<file path="src/rtl/usb_tx_pkg.sv">
// Shared PHY-layer types for the USB transmitter: line states, FSM states and
// the NRZI helper used when putting the next bit on the line.
package types;

    typedef enum logic [1:0] {
        SE0 = 2'b00,
        J   = 2'b01,
        K   = 2'b10
    } d_port_t;

    typedef enum logic [2:0] {
        ST_IDLE = 3'd0,
        ST_SYNC = 3'd1,
        ST_DATA = 3'd2,
        ST_EOP0 = 3'd3,
        ST_EOP1 = 3'd4,
        ST_EOP2 = 3'd5
    } tx_state_t;

    // Sent LSB first: seven zeros then a one.
    localparam logic [7:0] SYNC_PATTERN = 8'b1000_0000;
    localparam logic [2:0] STUFF_LIMIT  = 3'd6;
    localparam logic [2:0] LAST_BIT     = 3'd7;

    // NRZI: a 0 toggles J<->K, a 1 holds the current line state.
    function automatic d_port_t nrzi_next(input d_port_t cur, input logic bit_v);
        d_port_t nxt;
        if (bit_v) begin
            nxt = cur;
        end else begin
            nxt = (cur == J) ? K : J;
        end
        return nxt;
    endfunction

endpackage

</file>
<file path="src/rtl/usb_tx.sv">
// USB low/full-speed transmitter: SYNC, LSB-first bit-stuffed NRZI data, EOP.
// All line state advances only on clk_en (bit-rate) cycles.
module usb_tx
    import types::*;
(
    input  logic          clk,
    input  logic          reset,
    input  logic          clk_en,
    input  logic [7:0]    data,
    input  logic          tx_valid,
    output logic          tx_ready,
    output types::d_port_t d_o,
    output logic          oe,
    output logic          busy
);

    tx_state_t r_state;
    logic [2:0] r_bit_cnt;
    logic [2:0] r_ones;
    logic [7:0] r_shift;
    d_port_t    r_line;
    logic       r_oe;
    logic       r_busy;

    tx_state_t w_state;
    logic [2:0] w_bit_cnt;
    logic [2:0] w_ones;
    logic [7:0] w_shift;
    d_port_t    w_line;
    logic       w_oe;
    logic       w_busy;
    logic       w_ready;
    logic       w_send;
    logic       w_bit;
    logic       w_stuff_due;

    // Next-state, next-line and handshake logic.
    always_comb begin
        w_state     = r_state;
        w_bit_cnt   = r_bit_cnt;
        w_ones      = r_ones;
        w_shift     = r_shift;
        w_line      = r_line;
        w_oe        = r_oe;
        w_busy      = r_busy;
        w_ready     = 1'b0;
        w_send      = 1'b0;
        w_bit       = 1'b0;
        w_stuff_due = (r_ones == STUFF_LIMIT);

        if (clk_en) begin
            case (r_state)
                ST_IDLE: begin
                    if (tx_valid) begin
                        w_state   = ST_SYNC;
                        w_bit_cnt = 3'd0;
                        w_ones    = 3'd0;
                        w_send    = 1'b1;
                        w_bit     = SYNC_PATTERN[0];
                        w_oe      = 1'b1;
                        w_busy    = 1'b1;
                    end else begin
                        w_line = J;
                        w_oe   = 1'b0;
                        w_busy = 1'b0;
                    end
                end
                ST_SYNC, ST_DATA: begin
                    // A pending stuff bit goes out first; the byte position is held.
                    if (r_state == ST_DATA && w_stuff_due) begin
                        w_send = 1'b1;
                        w_bit  = 1'b0;
                    end else if (r_bit_cnt == LAST_BIT) begin
                        if (tx_valid) begin
                            w_ready   = 1'b1;
                            w_state   = ST_DATA;
                            w_bit_cnt = 3'd0;
                            w_send    = 1'b1;
                            w_bit     = data[0];
                            w_shift   = {1'b0, data[7:1]};
                        end else begin
                            w_state = ST_EOP0;
                            w_line  = SE0;
                        end
                    end else if (r_state == ST_SYNC) begin
                        w_send    = 1'b1;
                        w_bit     = SYNC_PATTERN[r_bit_cnt + 3'd1];
                        w_bit_cnt = r_bit_cnt + 3'd1;
                    end else begin
                        w_send    = 1'b1;
                        w_bit     = r_shift[0];
                        w_shift   = {1'b0, r_shift[7:1]};
                        w_bit_cnt = r_bit_cnt + 3'd1;
                    end
                end
                ST_EOP0: begin
                    w_state = ST_EOP1;
                    w_line  = SE0;
                end
                ST_EOP1: begin
                    w_state = ST_EOP2;
                    w_line  = J;
                end
                ST_EOP2: begin
                    w_state = ST_IDLE;
                    w_line  = J;
                    w_oe    = 1'b0;
                    w_busy  = 1'b0;
                end
                default: begin
                    w_state = ST_IDLE;
                    w_line  = J;
                    w_oe    = 1'b0;
                    w_busy  = 1'b0;
                end
            endcase

            if (w_send) begin
                w_line = nrzi_next(r_line, w_bit);
                w_ones = w_bit ? (r_ones + 3'd1) : 3'd0;
            end else begin
                w_ones = w_ones;
            end
        end else begin
            w_ready = 1'b0;
        end
    end

    // State and line registers; reset returns the line to idle J without EOP.
    always_ff @(posedge clk) begin
        if (reset) begin
            r_state   <= ST_IDLE;
            r_bit_cnt <= 3'd0;
            r_ones    <= 3'd0;
            r_shift   <= 8'd0;
            r_line    <= J;
            r_oe      <= 1'b0;
            r_busy    <= 1'b0;
        end else begin
            r_state   <= w_state;
            r_bit_cnt <= w_bit_cnt;
            r_ones    <= w_ones;
            r_shift   <= w_shift;
            r_line    <= w_line;
            r_oe      <= w_oe;
            r_busy    <= w_busy;
        end
    end

    assign tx_ready = w_ready;
    assign d_o      = r_line;
    assign oe       = r_oe;
    assign busy     = r_busy;

endmodule

</file>
<file path="config.mk">
export PLATFORM = sky130hd
export DESIGN_NAME = usb_tx
export DESIGN_NICKNAME = d
export VERILOG_FILES = /design/src/rtl/usb_tx_pkg.sv /design/src/rtl/usb_tx.sv
export SDC_FILE = /design/constraint.sdc
export NUM_CORES = 1
export LEC_CHECK = 0
export ABC_AREA = 1
export BUFFER_PORTS_ARGS = -buffer_cell sky130_fd_sc_hd__buf_2
export CORE_MARGIN = 2
export CORE_UTILIZATION = 43
export DETAILED_ROUTE_END_ITERATION = 10
export PLACE_DENSITY = 0.63
export SLEW_MARGIN = 20
export SYNTH_ARGS = -nofsm -noshare
export SYNTH_HDL_FRONTEND = slang
export SYNTH_SLANG_ARGS = --single-unit
export TNS_END_PERCENT = 100
</file>
<file path="constraint.sdc">
create_clock -name clk -period 1.9 [get_ports clk]
set_input_delay 0.19 -clock clk [delete_from_list [all_inputs] [get_ports clk]]
set_output_delay 0.19 -clock clk [all_outputs]
set_load 0.01 [all_outputs]
</file>
==> results.py, run 1 <==
metrics = {
    "run_status": {
        "outcome": "completed",
    },
    "synth": {
        "ys_types": 26,
        "syn_area_per_cell_sq_um": 6.45,
        "ys_seq_area_share_pct": 31.5,
        "synthesis.area_sq_um": 1210,
        "synth_top_area_share_pct": 31.5,
        "synth.area.top_cells": "dfxtp_1, nand2_1, nor2_1, inv_1, nand3_1",
        "yosysWarnings": 0,
        "syn-num-nets": 204,
        "syn_inst": 187,
        "synth_top_cell_by_area": "dfxtp_1",
        "ys_ff_latch": 19,
    },
    "clock_network": {
        "insertion_delay_ns": 0.31,
        "clock_path_buffers": 2,
        "cts_htree_levels": 1,
        "clk_pin_slew_worst_paths_ns": 0.11,
        "cts_tree": "yes",
        "cts-buffers-inserted": 3,
        "clock-root-buffer": "clkbuf_4",
        "ctsHoldBuffers": 0,
        "cts.sinks": 19,
    },
    "critical_path": {
        "critPathMaxStageDelay_ns": 0.36,
        "path_class": "reg2out",
        "regToRegSetupSlack_ns": 0.32,
        "arrival_ns": 1.60,
        "crit_fanout": 3,
        "slowest_stage": "dfxtp_2",
        "crit_chain": "inv_1, ha_1, nand2_1, inv_1, nand3_2, nand2_4, nor2_8, nand2_1, nor3_2, buf_2",
        "start_kind": "flop",
        "crit_path_end_kind": "primary output",
        "cp.required_ns": 1.71,
    },
    "die": {
        "io_pins": 17,
        "start_util_pct": 44.5,
        "num_rows": 19,
        "coreArea_sq_um": 2710,
        "die_h_um": 57.0,
        "dieArea_sq_um": 3240,
        "die_w_um": 57.0,
    },
    "timing": {
        "setup_tns_ns": 0,
        "skew_ns": 0.00270,
        "rsz0062_at_grt": "false",
        "holdWs_ns": 0.154,
        "relSlewSlack_pct": 73.3,
        "finalSetupViolations": 0,
        "drv_slew": 0,
        "tightest_slew_ns": 0.400,
        "hold_viol_final": 0,
        "fmax_ghz": 0.559,
        "fin_crit_ns": 1.79,
        "finalCritPeriodShare_pct": 94.2,
    },
    "pwr": {
        "vdd_drop_max_v": 0.000501,
        "powerDensity_nw_per_um2": 772,
        "p_leak_nw": 0.702,
    },
    "job": {
        "maxCapViolations": 0,
    },
    "layout": {
        "fillCellCount": 288,
        "final_layout_size_suffix_gt1_share_pct": 22.8,
        "area_growth_pct": 14.3,
        "finish.instance_area_sq_um": 1380,
        "diodes": 0,
        "final_util_pct": 50.9,
        "nets": 224,
    },
    "place": {
        "hpwl_um": 1880,
        "portBuffers": 16,
        "placement.cell_area_sq_um": 1310,
        "place.gp.congestion": 0.776,
    },
    "routing": {
        "routed_via_density": 4.99,
        "dr_total_vias": 1182,
        "initialDrtViolationCount": 32,
        "drc": 0,
        "wire_per_inst_um": 10.8,
        "ant_nets": 0,
        "drt-total-wl_um": 2550,
        "drt-pass1-iter-count": 4,
    },
    "global_route": {
        "grt_pass1_vias": 1088,
        "grt_max_degree": 13,
        "grt.overflow.total": 0,
        "grt_first_pass_wirelength_um": 4490,
        "antenna_found_initial": 0,
        "grt_usage_pct": 17.3,
    },
    "hold_path": {
        "hold_path.class": "in2reg",
    },
}
-- worst max-delay path: cells and delay by family (launching register included) --
| kind | cells | cell delay, ns |
|---|---|---|
| adders and majority gates | 1 | 0.18 |
| buffers and inverters | 3 | 0.26 |
| DFF | 1 | 0.36 |
| and+or+nand+nor | 6 | 0.49 |
-- area by class of cell --
type                            instances  area [sq um]  area share, %
Timing Repair Buffer                   20           110           7.99
Inverter                               27           105           7.62
Multi-Input combinational cell        136           714           51.8
Sequential cell                        19           384           27.9
Tap cell                               31          38.8           2.81
Clock buffer                            4          26.3           1.91
-- report_power, final --
group | switching, mW | total [mW] | internal, mW
sequential | 0.0325 | 0.472 | 0.440
clock | 0.136 | 0.218 | 0.0821
combinational | 0.237 | 0.375 | 0.137
-- cells by family (layout without fill, tap and decap cells) --
group	Yosys count	in the layout	synth area share (%)
AO/OA/AOI/OAI	24	24	11.3
adder cells (fa/ha/maj)	5	5	5.19
buffers and inverters	32	51	10.7
flip-flops	19	19	31.5
AND/OR/NAND/NOR	107	107	41.3
-- cells in the final DEF, fill, tap and decap left out, drive strengths merged --
cell / instances
ha: 5
nand3: 17
clkinv: 1
dfxtp: 19
inv: 26
nand2: 61
clkbuf: 4
buf: 20
nand3b: 2
nor3: 1
o211a: 1
a21oi: 12
o211ai: 3
o21ai: 8
nor2: 26
-- flip-flops by register name, summed over array words and instances (netlist names) --
name and cells:
r_shift 7, r_bit_cnt 3, r_ones 3, r_state 3
d_o 2, busy 1
-- cells in the mapped netlist, drive strengths merged --
cell type and instances:
nand2 61, inv 26, nor2 26, dfxtp 19, nand3 17, a21oi 12, o21ai 8, ha 5
clkbuf 3, o211ai 3, buf 2, nand3b 2, clkinv 1, nor3 1, o211a 1
-- metal layers --
layer | up-vias | global-route usage (%) | part of all wire (%)
li1 | 628 | - | -
met1 | 536 | 21.0 | 47
met2 | 16 | 30.2 | 49
met3 | 2 | 4.99 | 4.0
met4 | 0 | 3.99 | 0.47
met5 | - | 0 | 0
-- per-stage QoR --
step / power (mW) / setup WS (ns) / cells
6_report: 1.06 / 0.110 / 237
5_1_grt: 1.15 / 0.0173 / 237
4_1_cts: 1.07 / 0.00891 / 235
3_5_place_dp: 0.848 / 0.303 / 230
3_3_place_gp: 0.835 / 0.335 / 230
2_1_floorplan: 0.769 / 0.419 / 187
-- worst paths after layout --
kind	start	end	depth (start not counted)
setup / recovery	r_ones[0]	tx_ready	10
hold / removal	reset	r_bit_cnt[1]	2
setup reg to reg	r_ones[0]	r_shift[1]	12
hold reg to reg	r_shift[0]	r_shift[0]	2
-- what timing repair did --
action                     in CTS  in global routing
pin swaps                       1                  2
resized for setup               1                  6
buffers inserted                1                  2
setup endpoints to repair       1                  1
Note: power is estimated with default switching activity, not from simulation.
==> run 2: changes to the inputs <==
- REMOVE_ABC_BUFFERS: unset -> 1
- SKIP_CTS_REPAIR_TIMING: unset -> 1
==> run 2 against run 1 <==
  * Sequential power about the same
  * Die area unchanged
  * Worst hold slack worse by 0.0035 ns
  * Critical path depth unchanged
  * Wire length up 4.2%
  * Critical endpoint unchanged
  * Clock power about the same
  * Global-route usage up 0.12 points
  * Critical path type unchanged
  * Sequential share of layout area down 0.11 points
  * Setup slack worse by 0.057 ns
==> results.py, run 2 (same netlist as run 1, synthesis figures left out) <==
metrics = {
    "timing": {
        "finalCritPeriodShare_pct": 97.2,
        "drv_slew": 0,
        "hold_viol_final": 0,
        "fmax_ghz": 0.542,
        "fin_crit_ns": 1.85,
        "rsz0062_at_grt": "true",
        "fin_ws_ns": 0.0533,
        "tightest_slew_ns": 0.367,
        "skew_ns": 0.00519,
        "relSlewSlack_pct": 75.5,
        "finalSetupViolations": 0,
    },
    "global_route": {
        "grt.overflow.total": 0,
        "grt_usage_pct": 17.4,
        "grt_max_degree": 17,
        "grt_first_pass_wirelength_um": 4540,
        "grt_pass1_vias": 1118,
        "antenna_found_initial": 0,
    },
    "pwr": {
        "powerDensity_nw_per_um2": 776,
        "p_leak_nw": 0.701,
        "vdd_drop_max_v": 0.000538,
    },
    "critical_path": {
        "arrival_ns": 1.66,
        "path_class": "reg2out",
        "crit_path_end_kind": "primary output",
        "regToRegSetupSlack_ns": 0.27,
        "crit_fanout": 5,
        "cp.required_ns": 1.71,
        "start_kind": "flop",
    },
    "clock_network": {
        "clk_pin_slew_worst_paths_ns": 0.12,
        "insertion_delay_ns": 0.31,
        "cts_htree_levels": 1,
        "clock_path_buffers": 2,
        "cts_tree": "yes",
        "clock-root-buffer": "clkbuf_4",
        "cts.sinks": 19,
        "cts-buffers-inserted": 3,
    },
    "routing": {
        "ant_nets": 0,
        "wire_per_inst_um": 11.3,
        "drt-total-wl_um": 2660,
        "dr_total_vias": 1146,
        "drc": 0,
        "initialDrtViolationCount": 22,
        "routed_via_density": 4.86,
        "drt-pass1-iter-count": 4,
    },
    "layout": {
        "final_cell_mix": "nand2_1, nor2_1, inv_1",
        "regMostFlops": "r_shift",
        "largest_reg_flops": 7,
        "nets": 223,
        "finish.instance_area_sq_um": 1380,
        "mostFrequentLayoutCell": "nand2_1",
        "area_growth_pct": 14.0,
        "final_util_pct": 50.7,
        "final_layout_size_suffix_gt1_share_pct": 23.4,
        "diodes": 0,
    },
    "hold_path": {
        "hold_path.class": "in2reg",
    },
    "die": {
        "start_util_pct": 44.5,
        "dieArea_sq_um": 3240,
        "num_rows": 19,
        "coreArea_sq_um": 2710,
        "die_h_um": 57.0,
        "die_w_um": 57.0,
        "io_pins": 17,
    },
    "place": {
        "portBuffers": 16,
        "placement.cell_area_sq_um": 1300,
        "hpwl_um": 1980,
        "preCtsSetupSlack_ns": 0.251,
        "place.gp.congestion": 0.807,
    },
    "run_status": {
        "outcome": "completed",
    },
    "job": {
        "maxCapViolations": 0,
    },
}
## run 2: path summary, 6_finish.rpt
| check | start | endpoint | depth (start not counted) |
|---|---|---|---|
| max | r_ones[0] | tx_ready | 10 |
| min | reset | busy | 2 |
| max reg2reg | r_ones[0] | r_shift[2] | 12 |
| min reg2reg | r_shift[0] | r_shift[0] | 2 |
## run 2: per-layer routing
layer	track usage (%)	vias to the layer above	share of wire, %
met5	0	-	0
met4	5.65	0	1.3
met3	2.72	4	1.7
met2	30.2	14	51
met1	22.1	504	46
li1	-	624	-
## run 2: per-stage QoR
step / hold slack, ns / total power, mW / TNS, ns / instances
finish: 0.150 / 1.07 / 0 / 236
global route: 0.151 / 1.16 / -0.0598 / 236
CTS: 0.126 / 1.07 / -0.0754 / 233
detailed placement: 0.456 / 0.849 / 0 / 229
global placement: 0.443 / 0.838 / 0 / 229
floorplan: 0.259 / 0.760 / 0 / 182
## run 2: layout make-up
class	instances	area (sq um)
fillers	289	1340
multi-input cells	136	719
flip-flops and latches	19	382
inverters	27	105
repair buffers	19	103
well taps	31	38.8
clock buffers	3	22.5
clock inverters	1	5.00
## run 2: worst max-delay path, stage by stage, from the launching register on
cell and delay (ns):
dfxtp_2 0.36, inv_2 0.04, ha_2 0.17, nand2_1 0.06, inv_1 0.05, nand3_2 0.11
nand2_4 0.09, nor2_8 0.15, nand2_2 0.06, nor3_2 0.10, buf_2 0.15
## run 2: power by group
group          switching (mW)  internal, mW  total [mW]  leakage [nW]
combinational           0.241         0.140       0.381         0.529
sequential             0.0332         0.439       0.472         0.155
clock                   0.136        0.0786       0.215        0.0177
total                   0.410         0.657        1.07         0.701
